===== src/rtl/regfile_wb_arbiter_pkg.sv =====
// -----------------------------------------------------------------------------
// regfile_wb_arbiter_pkg
// Purpose : Shared widths for the writeback arbiter and the register file it
//           feeds. This package stands in for the shared define.vh values.
// Contents: REG_ADDRW  - register address width
//           WORD_SIZE  - register data width
//           REG_DEPTH  - number of architectural registers
//           WB_NUM_REQ - default number of writeback requesters
// -----------------------------------------------------------------------------
package regfile_wb_arbiter_pkg;

  localparam int REG_ADDRW  = 5;
  localparam int WORD_SIZE  = 32;
  localparam int REG_DEPTH  = 32;
  localparam int WB_NUM_REQ = 4;

endpackage


===== src/rtl/regfile_wb_arbiter_rr_pick.sv =====
// -----------------------------------------------------------------------------
// rr_pick
// Purpose : Combinational round-robin picker. Returns the first set bit of the
//           mask at or after the pointer, wrapping from NUM_REQ-1 back to 0.
// Ports   : i_mask  [NUM_REQ] candidate bits
//           i_ptr   [PTR_W]   scan start position
//           o_found           at least one mask bit is set
//           o_idx   [PTR_W]   index of the chosen bit (0 when nothing found)
// -----------------------------------------------------------------------------
module rr_pick #(
  parameter int NUM_REQ = 4,
  parameter int PTR_W   = 2
) (
  input  logic [NUM_REQ-1:0] i_mask,
  input  logic [PTR_W-1:0]   i_ptr,
  output logic               o_found,
  output logic [PTR_W-1:0]   o_idx
);

  // Walk the scan order backwards so the candidate nearest the pointer is
  // the last one written and therefore wins.
  always_comb begin
    o_found = |i_mask;
    o_idx   = '0;
    for (int k = NUM_REQ - 1; k >= 0; k--) begin
      if (i_mask[(int'(i_ptr) + k) % NUM_REQ]) begin
        o_idx = PTR_W'((int'(i_ptr) + k) % NUM_REQ);
      end
    end
  end

endmodule


===== src/rtl/regfile_wb_arbiter.sv =====
// -----------------------------------------------------------------------------
// regfile_wb_arbiter
// Purpose : Shares the two register-file write ports among NUM_REQ writeback
//           requesters. Up to two requesters are granted per cycle in
//           round-robin order, never two with the same register address.
//           Granted writes are registered and driven to the register file on
//           the following cycle.
// Ports   : clk, rst              clock / async active-high reset
//           wb_stall              1 = grant nothing this cycle
//           req_valid [NUM_REQ]   per-requester write request
//           req_addr, req_data    flattened per-requester address / data
//           req_ready [NUM_REQ]   combinational grant (transfer = valid&ready)
//           wen0/waddr0/wdata0    registered write port 0 (slot 0)
//           wen1/waddr1/wdata1    registered write port 1 (slot 1)
// -----------------------------------------------------------------------------
module regfile_wb_arbiter
  import regfile_wb_arbiter_pkg::*;
#(
  parameter int NUM_REQ = WB_NUM_REQ,
  parameter int PTR_W   = $clog2(NUM_REQ)
) (
  input  logic                           clk,
  input  logic                           rst,
  input  logic                           wb_stall,
  input  logic [NUM_REQ-1:0]             req_valid,
  input  logic [NUM_REQ*REG_ADDRW-1:0]   req_addr,
  input  logic [NUM_REQ*WORD_SIZE-1:0]   req_data,
  output logic [NUM_REQ-1:0]             req_ready,
  output logic                           wen0,
  output logic                           wen1,
  output logic [REG_ADDRW-1:0]           waddr0,
  output logic [REG_ADDRW-1:0]           waddr1,
  output logic [WORD_SIZE-1:0]           wdata0,
  output logic [WORD_SIZE-1:0]           wdata1
);

  logic [PTR_W-1:0]     r_rrPtr;
  logic                 w_found0;
  logic                 w_found1;
  logic [PTR_W-1:0]     w_idx0;
  logic [PTR_W-1:0]     w_idx1;
  logic [NUM_REQ-1:0]   w_oneHot0;
  logic [NUM_REQ-1:0]   w_oneHot1;
  logic [NUM_REQ-1:0]   w_addrMatch;
  logic [NUM_REQ-1:0]   w_mask1;
  logic [REG_ADDRW-1:0] w_slot0Addr;
  logic [REG_ADDRW-1:0] w_slot1Addr;
  logic [WORD_SIZE-1:0] w_slot0Data;
  logic [WORD_SIZE-1:0] w_slot1Data;
  logic                 w_grant0;
  logic                 w_grant1;
  logic [PTR_W-1:0]     w_lastIdx;
  logic [PTR_W-1:0]     w_nextPtr;

  rr_pick #(.NUM_REQ(NUM_REQ), .PTR_W(PTR_W)) u_pick0 (
    .i_mask  (req_valid),
    .i_ptr   (r_rrPtr),
    .o_found (w_found0),
    .o_idx   (w_idx0)
  );

  // Slot 1 excludes the slot 0 winner and everyone targeting its address;
  // those collided requesters simply retry next cycle.
  always_comb begin
    w_slot0Addr = req_addr[w_idx0*REG_ADDRW +: REG_ADDRW];
    w_slot0Data = req_data[w_idx0*WORD_SIZE +: WORD_SIZE];
    w_oneHot0   = NUM_REQ'(1) << w_idx0;
    w_addrMatch = '0;
    for (int i = 0; i < NUM_REQ; i++) begin
      w_addrMatch[i] = (req_addr[i*REG_ADDRW +: REG_ADDRW] == w_slot0Addr);
    end
    w_mask1 = req_valid & ~w_oneHot0 & ~w_addrMatch;
  end

  rr_pick #(.NUM_REQ(NUM_REQ), .PTR_W(PTR_W)) u_pick1 (
    .i_mask  (w_mask1),
    .i_ptr   (r_rrPtr),
    .o_found (w_found1),
    .o_idx   (w_idx1)
  );

  // Grants are suppressed while stalled and while reset is high, so a
  // handshake can never be observed for a write that reset will discard.
  always_comb begin
    w_slot1Addr = req_addr[w_idx1*REG_ADDRW +: REG_ADDRW];
    w_slot1Data = req_data[w_idx1*WORD_SIZE +: WORD_SIZE];
    w_oneHot1   = NUM_REQ'(1) << w_idx1;
    w_grant0    = w_found0 & ~wb_stall & ~rst;
    w_grant1    = w_found1 & ~wb_stall & ~rst;
    req_ready   = (w_grant0 ? w_oneHot0 : '0) | (w_grant1 ? w_oneHot1 : '0);
    w_lastIdx   = w_grant1 ? w_idx1 : w_idx0;
    w_nextPtr   = (int'(w_lastIdx) == NUM_REQ - 1) ? '0 : w_lastIdx + 1'b1;
  end

  // Write-port registers and the round-robin pointer. An empty slot drops
  // its enable but keeps its last address/data.
  always_ff @(posedge clk or posedge rst) begin
    if (rst) begin
      wen0    <= 1'b0;
      wen1    <= 1'b0;
      waddr0  <= '0;
      waddr1  <= '0;
      wdata0  <= '0;
      wdata1  <= '0;
      r_rrPtr <= '0;
    end else begin
      wen0 <= w_grant0;
      wen1 <= w_grant1;
      if (w_grant0) begin
        waddr0  <= w_slot0Addr;
        wdata0  <= w_slot0Data;
        r_rrPtr <= w_nextPtr;
      end
      if (w_grant1) begin
        waddr1 <= w_slot1Addr;
        wdata1 <= w_slot1Data;
      end
    end
  end

endmodule

===== config.mk =====
export PLATFORM = sky130hd
export DESIGN_NAME = regfile_wb_arbiter
export DESIGN_NICKNAME = d
export VERILOG_FILES = /design/src/rtl/regfile_wb_arbiter_pkg.sv /design/src/rtl/regfile_wb_arbiter_rr_pick.sv /design/src/rtl/regfile_wb_arbiter.sv
export SDC_FILE = /design/constraint.sdc
export NUM_CORES = 1
export LEC_CHECK = 0
export CORE_ASPECT_RATIO = 0.8
export CORE_MARGIN = 2
export CORE_UTILIZATION = 44
export DETAILED_ROUTE_END_ITERATION = 7
export GPL_TIMING_DRIVEN = 0
export PLACE_DENSITY_LB_ADDON = 0.25
export SYNTH_ARGS = -nofsm -noshare
export SYNTH_HDL_FRONTEND = slang
export SYNTH_SLANG_ARGS = --single-unit

===== constraint.sdc =====
create_clock -name clk -period 5.4 [get_ports clk]
set_clock_uncertainty 0.15 [all_clocks]
set_input_delay 1.08 -clock clk [delete_from_list [all_inputs] [get_ports clk]]
set_output_delay 1.08 -clock clk [all_outputs]
set_load 0.05 [all_outputs]

== Word-level counts from Yosys, hierarchy flattened ==
Index checks and enable logic that the tools add are counted.

* $lt $le $gt $ge: 4
* Add/subtract/negate cells: 4
* Bitwise operators: 14
* Eq/ne operators: 5
* Reduce and logical (&&, ||, !) cells: 5
* Shift-type cells: 6
* Multiplexer cells: 34
* Multiply operators: 2

{| class="wikitable"
|+ Operators with widths
! operator !! number
|-
| $shiftx A128 B8 Y32 || 2
|-
| $shiftx A20 B6 Y5 || 2
|-
| $eq A5 B5 Y1 || 4
|-
| $mux W2 || 10
|-
| $bmux W1 S2 || 8
|-
| $mux W1 || 14
|-
| $lt A3 B4 Y1 const B || 3
|-
| $mul A2 B3 Y5 const B || 2
|-
| $and A4 B4 Y4 || 2
|-
| $mux W4 || 2
|-
| $not A4 Y4 || 2
|-
| $reduce_or A4 Y1 || 2
|-
| $shl A1 B2 Y4 const A || 2
|-
| $reduce_or A2 Y1 || 3
|-
| $add A2 B1 Y2 const B || 2
|-
| $add A2 B2 Y2 const B || 2
|-
| $and A1 B1 Y1 || 4
|-
| $or A4 B4 Y4 || 1
|-
| $and A1 B1 Y1 const A || 3
|-
| $lt A2 B3 Y1 const B || 1
|-
| $eq A2 B1 Y1 const B || 1
|-
| $not A1 Y1 || 2
|}

* Input port bits: 155
* Output and inout port bits: 80
* Word-level logic and storage cells: 81
* Flip-flop bits (word level): 78

== Longest topological paths before layout ==
Gate-level depths: netlist of run 1.

* Depth after elaboration: 25
* Depth in mapped cells: 18
* Depth with buffers taken out: 12

== By module ==
Synthesis of run 1 repeated with hierarchy kept, for this count alone.

* Cells, all modules: 472
* Area total of the unflattened synthesis: 5600.4 µm²

{| class="wikitable"
|+ By module, submodules not included
! module !! cells an instance !! seq. area each (µm²) !! times used !! area each (µm²)
|-
| regfile_wb_arbiter || 446 || 1951.9 || 1 || 5445.2
|-
| rr_pick || 13 || 0.0 || 2 || 77.6
|}

== Least setup slack after synthesis of run 1 ==
Ideal clock, no wire load.

* Path type: input -> output
* Start point: input req_valid[0]
* End point: output req_ready[0]
* Required time: 4170 ps
* Buffers on the path: 7
* Stages on the path: 15
* Slack: -537 ps
* Arrival time: 4707 ps
* Cells stage by stage: buf_4 > a2111o_1 > and2_1 > buf_6 > buf_2 > a22oi_1 > xnor2_1 > o211ai_1 > o32a_2 > buf_6 > and2_4 > buf_6 > buf_12 > buf_6 > o21ai_0

* Longest elaborated chain between the ends: 22
* Elaborated cells on any way between the ends: 51
* Those cells by class: 1 x mul; 4 x eq/ne; 3 x shift; 32 x mux; 9 x bitwise; 2 x reduce/logical

{| class="wikitable"
|+ RTL lines
! item !! RTL line !! source
|-
| start: declaration || regfile_wb_arbiter.sv:25 || <nowiki>input logic [NUM_REQ-1:0] req_valid,</nowiki>
|-
| $bmux W1 S2 || regfile_wb_arbiter_rr_pick.sv:26 || <nowiki>if (i_mask[(int'(i_ptr) + k) % NUM_REQ]) begin</nowiki>
|-
| $mux W1 (implied by the code) (2 in series) || regfile_wb_arbiter_rr_pick.sv:26 ||
|-
| $mux W2 (4 in series) || regfile_wb_arbiter_rr_pick.sv:26 ||
|-
| $mul A2 B3 Y5 || regfile_wb_arbiter.sv:65 || <nowiki>w_slot0Addr = req_addr[w_idx0*REG_ADDRW +: REG_ADDRW];</nowiki>
|-
| $shiftx A20 B6 Y5 || regfile_wb_arbiter.sv:65 ||
|-
| $eq A5 B5 Y1 || regfile_wb_arbiter.sv:70 || <nowiki>w_addrMatch[i] = (req_addr[i*REG_ADDRW +: REG_ADDRW] == w_slot0Addr);</nowiki>
|-
| $not A4 Y4 || regfile_wb_arbiter.sv:72 || <nowiki>w_mask1 = req_valid & ~w_oneHot0 & ~w_addrMatch;</nowiki>
|-
| $and A4 B4 Y4 || regfile_wb_arbiter.sv:72 ||
|-
| $bmux W1 S2 || regfile_wb_arbiter_rr_pick.sv:26 ||
|-
| $mux W1 (implied by the code) (2 in series) || regfile_wb_arbiter_rr_pick.sv:26 ||
|-
| $mux W2 (4 in series) || regfile_wb_arbiter_rr_pick.sv:26 ||
|-
| $shl A1 B2 Y4 || regfile_wb_arbiter.sv:87 || <nowiki>w_oneHot1 = NUM_REQ'(1) << w_idx1;</nowiki>
|-
| $mux W4 || regfile_wb_arbiter.sv:90 || <nowiki>req_ready = (w_grant0 ? w_oneHot0 : '0) | (w_grant1 ? w_oneHot1 : '0);</nowiki>
|-
| $or A4 B4 Y4 * || regfile_wb_arbiter.sv:90 ||
|-
| end: declaration || regfile_wb_arbiter.sv:28 || <nowiki>output logic [NUM_REQ-1:0] req_ready,</nowiki>
|}

Mark *: on every way between the ends. The rest lies on a longest branch, timed or not. The select of a mux whose other input is x is not followed.

== Worst setup path in the final report of run 1 ==
* Start point: input req_valid[1]
* End point: output req_ready[3]

* Elaborated cells on any way between the ends: 51
* Those cells by class: 1 x mul; 4 x eq/ne; 3 x shift; 32 x mux; 9 x bitwise; 2 x reduce/logical

{| class="wikitable"
|+ RTL lines
! item !! RTL line !! source
|-
| $bmux W1 S2 || regfile_wb_arbiter_rr_pick.sv:26 ||
|-
| $mux W1 (implied by the code) (2 in series) || regfile_wb_arbiter_rr_pick.sv:26 ||
|-
| $mux W2 (4 in series) || regfile_wb_arbiter_rr_pick.sv:26 ||
|-
| $mul A2 B3 Y5 || regfile_wb_arbiter.sv:65 ||
|-
| $shiftx A20 B6 Y5 || regfile_wb_arbiter.sv:65 ||
|-
| $eq A5 B5 Y1 || regfile_wb_arbiter.sv:70 ||
|-
| $not A4 Y4 || regfile_wb_arbiter.sv:72 ||
|-
| $and A4 B4 Y4 * || regfile_wb_arbiter.sv:72 ||
|-
| $reduce_or A4 Y1 * || regfile_wb_arbiter_rr_pick.sv:23 || <nowiki>o_found = |i_mask;</nowiki>
|-
| $and A1 B1 Y1 * (2 in series) || regfile_wb_arbiter.sv:89 || <nowiki>w_grant1 = w_found1 & ~wb_stall & ~rst;</nowiki>
|-
| via w_grant1 || regfile_wb_arbiter.sv:51 || <nowiki>logic w_grant1;</nowiki>
|-
| $mux W4 * || regfile_wb_arbiter.sv:90 ||
|-
| $or A4 B4 Y4 * || regfile_wb_arbiter.sv:90 ||
|}

The timed path passes the listed nets; every way through them passes the cells marked *. The select of a mux whose other input is x is not followed.

==> results of run 1 <==
cell type report:
| cell class | count | area, um2 |
|---|---|---|
| multi-input combinational | 535 | 3800 |
| buffer | 54 | 400 |
| timing repair buffer | 266 | 2630 |
| sequential | 78 | 1950 |
| clock inverter | 6 | 61.3 |
| fill | 1016 | 3400 |
| tap | 175 | 219 |
| clock buffer | 10 | 239 |
| inverter | 18 | 72.6 |
cell families after synthesis:
family / after synthesis / share of synthesized area
compound gates: 220 / 0.278
xor+xnor: 9 / 0.0137
buf+inv: 75 / 0.0752
flops: 78 / 0.340
mux: 64 / 0.113
simple gates: 242 / 0.180
worst max-delay path: stages:
cell and delay [ps]:
buf_2 140, buf_6 140, nor2_1 60, a221oi_2 360, nor3_2 140, or3_4 450, buf_4 160, xnor2_2 130
a211oi_4 220, a21oi_4 120, o41ai_4 310, buf_4 180, inv_4 40, nand4_1 200, buf_6 190, o22ai_4 80
buf_6 180
stage by stage:
step	std cells	power (mW)
4_1_cts	1131	5.05
3_3_place_gp	1096	4.20
6_report	1142	5.20
5_1_grt	1142	5.41
2_1_floorplan	688	3.11
3_5_place_dp	1097	4.22
flip-flops by register name, indices dropped and copies added (netlist names):
name / cells
wdata0: 32
wdata1: 32
waddr0: 5
waddr1: 5
r_rrPtr: 2
wen0: 1
wen1: 1
worst max path at each step:
stage                     depth (start not counted)          from      endpoint  slack [ps]
after detailed placement                         15  req_valid[2]  req_ready[2]       -1790
after floorplan                                  16  req_valid[0]  req_ready[2]        -250
after global routing                             18  req_valid[0]  req_ready[3]         -70
final                                            17  req_valid[1]  req_ready[3]         -40
after global placement                           15  req_valid[2]  req_ready[2]       -1800
after CTS                                        16  req_valid[3]  req_ready[1]         0.2
report_power, final:
part           internal [mW]  switching (mW)  total (mW)
logic                   1.33            2.25        3.58
registers              0.833           0.151       0.984
clock network          0.369           0.270       0.639
total                   2.53            2.67        5.20
cell usage in the layout (no fill, tap or decap), drive strengths merged, types with 28 or more instances in the layout:
| master | instances |
|---|---|
| o221ai | 31 |
| buf | 66 |
| nand3 | 28 |
| nand2 | 167 |
| a21oi | 51 |
| mux2i | 57 |
| dfrtp | 78 |
| clkbuf | 39 |
| o21ai | 44 |
| a221oi | 28 |
| clkdlybuf4s50 | 211 |
what timing repair did:
action                                  CTS  global route
buffers inserted                         17            13
hold endpoints to repair                  0             0
gates cloned                              2             0
endpoints found under the setup margin    4             4
pin swaps                                15            24
gates resized for setup                 110            63
layer usage:
| metal | wire length [um] | GRT usage | up-vias |
|---|---|---|---|
| li1 | - | - | 3100 |
| met1 | 10800 | 0.499 | 3481 |
| met2 | 11500 | 0.569 | 540 |
| met3 | 3080 | 0.102 | 101 |
| met4 | 1040 | 0.142 | 0 |
| met5 | 0 | 0 | - |
==> results.toml, run 1 <==
[run_status]
run_status = "complete, but fails checks"
violations = "setup timing"

[placement]
hpwlAfterDp_um = 18500
port_buffers = 233
place_ws_ps = -1790
gp_congestion = 1.03
dpl_cell_area_um2 = 8320

[power]
max-vdd-ir-drop_v = 0.000301
leakage_nw = 4.03
pwr_density_cell_nw_per_um2 = 555

[timing]
worst_pin_slew_ps = 866
grt_setup_unrepaired = "true"
slew_viol_final = 0
slew_headroom = 0.423
fin_crit_sh = 1.01
min_period_ps = 5440
hold_ws_ps = 326
setup_ws_ps = -35.4
max_freq_mhz = 184
setup_violations = 2
fin_tns_setup_ps = -68.1
hold_viol = 0

[floorplan]
dieArea_um2 = 14000
die_h_um = 106
fp.dieW_um = 132
core_um2 = 12800
boundaryPins = 235
fp-row-count = 37
initial_utilization = 0.449

[logic_synthesis]
yosys_warnings = 0
synthTopCellsByArea = "dfrtp_1 (34%), nand2_1 (11%), mux2i_1 (9.9%)"
synth_edf_count = 0
ys_seq_elements = 78
async_reset_ff_frac = 1.00
syn-mean-instance-area_um2 = 8.34
ys_top_cells_by_count = "nand2_1 (167), dfrtp_1 (78), mux2i_1 (57), a21oi_1 (50), o21ai_0 (41)"
synth_most_common_cell = "nand2_1"
synth_nets = 843
synth_area_um2 = 5740
seq_area_frac_synth = 0.340
yosysTopAreaCellShare = 0.340
syn_inst = 688
synthFlopType = "dfrtp_1"
synth_cell_types = 66
synth_top_area_cell = "dfrtp_1"

[critical_path]
cp.required_ps = 4170
endpoint_kind = "output port"
reg2reg_to = "wdata1[7]$_DFFE_PP0P_"
criticalPathCategory = "in -> out"
path_max_fanout = 6
rr_startpoint = "r_rrPtr[1]$_DFFE_PP0P_"
arrival_ps = 4210
rrSetupSlack_ps = 800
worstSetupStartpointType = "primary input"
reg2reg_depth = 17

[clocking]
cts_tree = "built"
cts_buffer_depth = 2
clk_pin_slew_ps = 60
numCtsBuffers = 9
clock_latency_ps = 350
clock_sink_count = 78
cts_hold_buf = 0
htree_levels = 3
cts_root_buf = "clkbuf_16"

[routing]
route.vias.total = 7222
drt_wl_total_um = 26400
drt-initial-drc-count = 873
wl_per_cell_um = 23.1
ant_nets = 0
drc_errors = 0
viasPerCell = 6.32
firstDrtPassIters = 7

[hold_path]
whs_path_depth = 2
hold_class = "reg -> reg"
whs_endpoint = "waddr0[1]$_DFFE_PP0P_"
hp-start = "waddr0[1]$_DFFE_PP0P_"

[job]
cap_violations = 0

[grt]
grt_pass1_wl_um = 39800
antenna_found_initial = 0
grt_pass1_vias = 6947
grt_use_total = 0.370
grt_max_degree = 51
overflow = 0

[final_layout]
final_area_um2 = 9370
area_growth_pct = 63.3
post-route-util = 0.734
fin_nets = 1117
diodes = 0
drive_gt1_frac = 0.159
Power figures use the tool's default switching activity.
==> run 2: changes to the inputs <==
MAX_ROUTING_LAYER = met4   (was unset)
==> run 2 against run 1 <==
The flow now finishes without violations. Largest power group unchanged. Critical path depth decreased by 1. Non-clock buffer count is 2 lower. Fmax rose by 1.2%. Die area stayed put. First-iteration DRC count is 9.5% lower. Power decreased by 1.7%.
==> results.toml, run 2 (synthesized netlist as in run 1, its figures left out) <==
[power]
p_total_mw = 5.11
swShare = 0.511
switchingPower_mw = 2.61
intPower_mw = 2.50
power.share.clock = 0.125
pwr-share-comb = 0.682
seqPwrFrac = 0.193
pwr_density_cell_nw_per_um2 = 555
max-vdd-ir-drop_v = 0.000384
leakage_nw = 3.97

[hold_path]
hold_class = "reg -> reg"

[routing]
firstDrtPassIters = 5
drc_errors = 0
ant_nets = 0
drt_wl_total_um = 25800
drt-initial-drc-count = 790
route.vias.total = 7058
viasPerCell = 6.19
wl_per_cell_um = 22.6

[final_layout]
area_growth_pct = 60.4
diodes = 0
final_common_cell = "clkdlybuf4s50_1"
fin_nets = 1115
final_area_um2 = 9210
largest_registers = "wdata0 x32, wdata1 x32"
drive_gt1_frac = 0.144
layout_common_cells = "clkdlybuf4s50_1 (217), nand2_1 (164), dfrtp_1 (78), mux2i_1 (57), a21oi_1 (46)"

[timing]
setup_violations = 0
slew_viol_final = 0
fin_tns_setup_ps = 0
grt_setup_unrepaired = "true"
max_freq_mhz = 186
hold_viol = 0
worst_pin_slew_ps = 759
min_period_ps = 5370
fin_crit_sh = 0.994
slew_headroom = 0.494
hold_ws_ps = 333

[floorplan]
initial_utilization = 0.449
fp-row-count = 37
boundaryPins = 235
core_um2 = 12800
dieArea_um2 = 14000
die_h_um = 106
fp.dieW_um = 132

[critical_path]
endpoint_kind = "output port"
path_cells = "clkbuf_4, nor2b_4, a2111o_1, buf_4, nand3_1, a31oi_1, nor2b_2, a211oi_2, a41oi_2, buf_4, o41ai_4, inv_2, nand4_1, buf_6, o22ai_2, buf_6"
rr_startpoint = "r_rrPtr[1]$_DFFE_PP0P_"
worstSetupStartpointType = "primary input"
arrival_ps = 4140
cp.required_ps = 4170
cp.depth = 16
criticalPathCategory = "in -> out"
reg2reg_to = "wdata1[2]$_DFFE_PP0P_"
path_max_fanout = 6
cp-startpoint = "req_valid[2]"
crit_path_max_incr_delay_ps = 440
reg2reg_depth = 15
crit_path_end = "req_ready[1]"
rrSetupSlack_ps = 1060
cp_num_buf_inv = 6
critPathSlowestCell = "o41ai_4"
path_delay_family = "compound AO/OA/AOI/OAI gates"

[placement]
gp_congestion = 1.05
port_buffers = 233
hpwlAfterDp_um = 18300
dpl_cell_area_um2 = 8320

[grt]
grt_pass1_vias = 6852
grt_pass1_wl_um = 38600
grt_use_total = 0.373
antenna_found_initial = 0
overflow = 0
grt_max_degree = 62

[job]
cap_violations = 0

[clocking]
htree_levels = 3
cts_tree = "built"
cts_root_buf = "clkbuf_16"
cts_buffer_depth = 2
cts_hold_buf = 0
clock_latency_ps = 350
numCtsBuffers = 9
clock_sink_count = 78
clk_pin_slew_ps = 60

[run_status]
run_status = "finished, final reports clean"
run 2: metrics by stage:
| stage | utilization | std cells | worst slack, ps |
|---|---|---|---|
| finish | 0.721 | 1140 | 30.5 |
| CTS | 0.702 | 1132 | 7.98 |
| global route | 0.721 | 1140 | -101 |
| detailed placement | 0.651 | 1097 | -1590 |
| global placement | 0.649 | 1096 | -1620 |
| floorplan | - | 688 | -253 |
run 2: timing repair:
| item | CTS | global route |
|---|---|---|
| cloned | 2 | 0 |
| endpoints found under the setup margin | 4 | 4 |
| pin swaps | 14 | 22 |
| resized for setup | 84 | 52 |
| endpoints found under the hold margin | 0 | 0 |
| buffers inserted | 19 | 8 |
run 2: final cells by class:
| class | count | area (um2) |
|---|---|---|
| Fill cell | 1077 | 3570 |
| Tap cell | 175 | 219 |
| Inverter | 18 | 70.1 |
| Sequential cell | 78 | 1950 |
| Multi-Input combinational cell | 535 | 3670 |
| Clock inverter | 4 | 45.0 |
| Clock buffer | 12 | 256 |
| Timing Repair Buffer | 263 | 2590 |
| Buffer | 55 | 404 |
run 2: power by group through the flow:
stage	registers (mW)	clock network [mW]	logic [mW]
global placement	0.986	0	3.21
finish	0.987	0.640	3.49
global route	1.02	0.665	3.64
detailed placement	0.983	0	3.23
floorplan	1.83	0	1.29
CTS	0.982	0.643	3.36
run 2: how the worst min path moves through the flow:
stage	startpoint	slack [ps]	depth (start not counted)	endpoint
3_3_place_gp	wdata0[24]$_DFFE_PP0P_	310	2	wdata0[24]$_DFFE_PP0P_
4_1_cts	wdata0[21]$_DFFE_PP0P_	340	2	wdata0[21]$_DFFE_PP0P_
2_1_floorplan	r_rrPtr[0]$_DFFE_PP0P_	510	3	r_rrPtr[0]$_DFFE_PP0P_
5_1_grt	wdata0[28]$_DFFE_PP0P_	360	2	wdata0[28]$_DFFE_PP0P_
3_5_place_dp	wdata0[21]$_DFFE_PP0P_	320	2	wdata0[21]$_DFFE_PP0P_
6_report	wdata0[31]$_DFFE_PP0P_	330	2	wdata0[31]$_DFFE_PP0P_
run 2: worst register-to-register path: cells and delay by family, from the launching register on:
kind                   cells  cell delay (ps)
AOI/OAI and AO/OA          8             1770
and+or+nand+nor            2              290
DFF                        1              450
buffers and inverters      5             1590
run 2: routing by layer:
metal | vias up | wire length (um) | part of all wire | track usage
li1 | 3107 | - | - | -
met1 | 3358 | 10500 | 0.41 | 0.486
met2 | 516 | 11300 | 0.44 | 0.553
met3 | 77 | 3150 | 0.12 | 0.107
met4 | 0 | 812 | 0.031 | 0.141
met5 | - | 0 | 0 | -
==> run 3: changes to the inputs <==
GPL_TIMING_DRIVEN = unset   (was 0)
SYNTH_HIERARCHICAL = 1   (was unset)
==> run 3 against run 2 <==
Worst hold slack got worse by 9.0 ps. Fmax rose by 4.3%. Critical path depth did not move. Die area fell by 2.4%. Non-clock buffer count fell by 58.
==> results.toml, run 3 <==
[critical_path]
critPathSlowestCell = "mux2i_2"
cp_num_buf_inv = 4
cp-startpoint = "req_valid[1]"
endpoint_kind = "output port"
arrival_ps = 3920
rr_startpoint = "r_rrPtr[1]$_DFFE_PP0P_"
cp.required_ps = 4170
path_max_fanout = 13
path_delay_family = "simple AND/OR/NAND/NOR gates"
path_cells = "dlymetal6s2s_1, nor3b_2, a211oi_4, nor2_4, buf_12, mux2i_2, xor2_1, nand3_1, nor4_1, nor3_1, nor3b_1, a211oi_1, nor2_4, inv_1, o22ai_2, buf_12"
crit_path_max_incr_delay_ps = 270
worstSetupStartpointType = "primary input"
criticalPathCategory = "in -> out"

[power]
pwr_density_cell_nw_per_um2 = 513
leakage_nw = 3.43
max-vdd-ir-drop_v = 0.000266

[timing]
setup_ws_ps = 253
min_period_ps = 5150
hold_viol = 0
slew_viol_final = 0
fin_crit_sh = 0.953
slew_headroom = 0.489
grt_setup_unrepaired = "false"
setup_violations = 0
worst_pin_slew_ps = 766
max_freq_mhz = 194

[final_layout]
drive_gt1_frac = 0.259
diodes = 0
area_growth_pct = 52.9
largest_registers = "wdata0 x32, wdata1 x32"
post-route-util = 0.696
fin_nets = 854
layout_common_cells = "clkdlybuf4s50_1 (226), nand2_1 (117), dfrtp_1 (78), mux4_2 (72), mux2_2 (39)"
fillers = 888
final_common_cell = "clkdlybuf4s50_1"

[logic_synthesis]
synth_most_common_cell = "nand2_1"
yosys_warnings = 6
synth_edf_count = 0
ys_top_cells_by_count = "nand2_1 (120), dfrtp_1 (78), mux4_2 (72), mux2_2 (39), buf_2 (20)"
yosysTopAreaCellShare = 0.349
synthFlopType = "dfrtp_1"
synth_top_area_cell = "dfrtp_1"
syn-mean-instance-area_um2 = 11.9
synth_area_um2 = 5600
ys_seq_elements = 78
async_reset_ff_frac = 1.00
syn_inst = 472
seq_area_frac_synth = 0.349
synthTopCellsByArea = "dfrtp_1 (35%), mux4_2 (29%), nand2_1 (8.0%)"
synth_cell_types = 40
synth_nets = 627

[routing]
top_layer = "met4"
route.vias.total = 4906
firstDrtPassIters = 4
viasPerCell = 5.61
wl_met3_um = 1840
drt_wl_total_um = 17800
wl_per_cell_um = 20.4
drt-initial-drc-count = 253
drc_errors = 0
ant_nets = 0
wl_met1_um = 6980
wl_met2_um = 8670

[grt]
grt_max_degree = 47
overflow = 0
antenna_found_initial = 0
grt_pass1_vias = 5287
grt_pass1_wl_um = 27500
grt_use_total = 0.271

[floorplan]
initial_utilization = 0.455
fp-row-count = 36
boundaryPins = 235
die_h_um = 105
dieArea_um2 = 13700
fp.dieW_um = 130
core_um2 = 12300

[clocking]
cts_buffer_depth = 2
cts_root_buf = "clkbuf_16"
cts_tree = "built"
clk_pin_slew_ps = 60
numCtsBuffers = 9
htree_levels = 3
clock_latency_ps = 330
clock_sink_count = 78
cts_hold_buf = 0

[placement]
hpwlAfterDp_um = 13200
port_buffers = 234
place_ws_ps = -148
gp_congestion = 0.970

[hold_path]
hp-start = "wdata0[15]$_DFFE_PP0P_"
hold_class = "reg -> reg"

[job]
cap_violations = 0

[run_status]
run_status = "finished, final reports clean"
## run 3: per-stage QoR
stage	hold WS, ps	cell area (um2)	power [mW]	TNS [ps]	cells
finish	324	8560	4.39	0	875
global route	358	8560	4.60	0	875
CTS	329	8480	4.39	0	874
detailed placement	313	8160	3.79	-2560	858
global placement	306	8160	3.74	0	858
floorplan	422	5600	2.88	0	472
## run 3: power breakdown
| part | switching (mW) | internal, mW |
|---|---|---|
| combinational | 1.62 | 1.24 |
| clock | 0.240 | 0.335 |
| sequential | 0.143 | 0.815 |
## run 3: timing repair
item | 4_1_cts | 5_1_grt
gates resized for setup | 7 | 17
hold endpoints to repair | 0 | 0
endpoints found under the setup margin | 4 | 4
setup buffers | 0 | 1
pin swaps | 0 | 9
## run 3: cell type report
| type | instances | area [um2] | area share |
|---|---|---|---|
| well taps | 171 | 214 | 0.0250 |
| clock buffers | 11 | 253 | 0.0295 |
| clock inverters | 5 | 33.8 | 0.00394 |
| repair buffers | 260 | 2610 | 0.304 |
| flip-flops and latches | 78 | 1950 | 0.228 |
| multi-input cells | 346 | 3490 | 0.407 |
| inverters | 4 | 16.3 | 0.00190 |
## run 3: per-layer routing
metal	vias up	GRT usage
li1	2188	-
met2	249	0.443
met3	29	0.0783
met1	2440	0.328
met4	0	0.0806
met5	-	-
## run 3: final timing paths
path | slack, ps | to | depth (start not counted)
max | 250 | req_ready[3] | 16
min | 320 | wdata0[15]$_DFFE_PP0P_ | 2
max reg2reg | 910 | wdata1[8]$_DFFE_PP0P_ | 13
min reg2reg | 320 | wdata0[15]$_DFFE_PP0P_ | 2
max in group asynchronous | 3030 | wdata0[16]$_DFFE_PP0P_ | 3
min in group asynchronous | 1080 | wdata0[6]$_DFFE_PP0P_ | 2
## run 3: kinds of logic after synthesis
family | Yosys count | share of synthesized area
AOI/OAI and AO/OA | 32 | 0.0389
DFF | 78 | 0.349
buffers and inverters | 48 | 0.0512
and+or+nand+nor | 158 | 0.117
muxes | 125 | 0.396
xor gates and xnor gates | 31 | 0.0485
## run 3: worst min-delay path: stages, from the launching register on
cell and delay (ps):
dfrtp_1 340, nand2_1 50, nand2_1 50
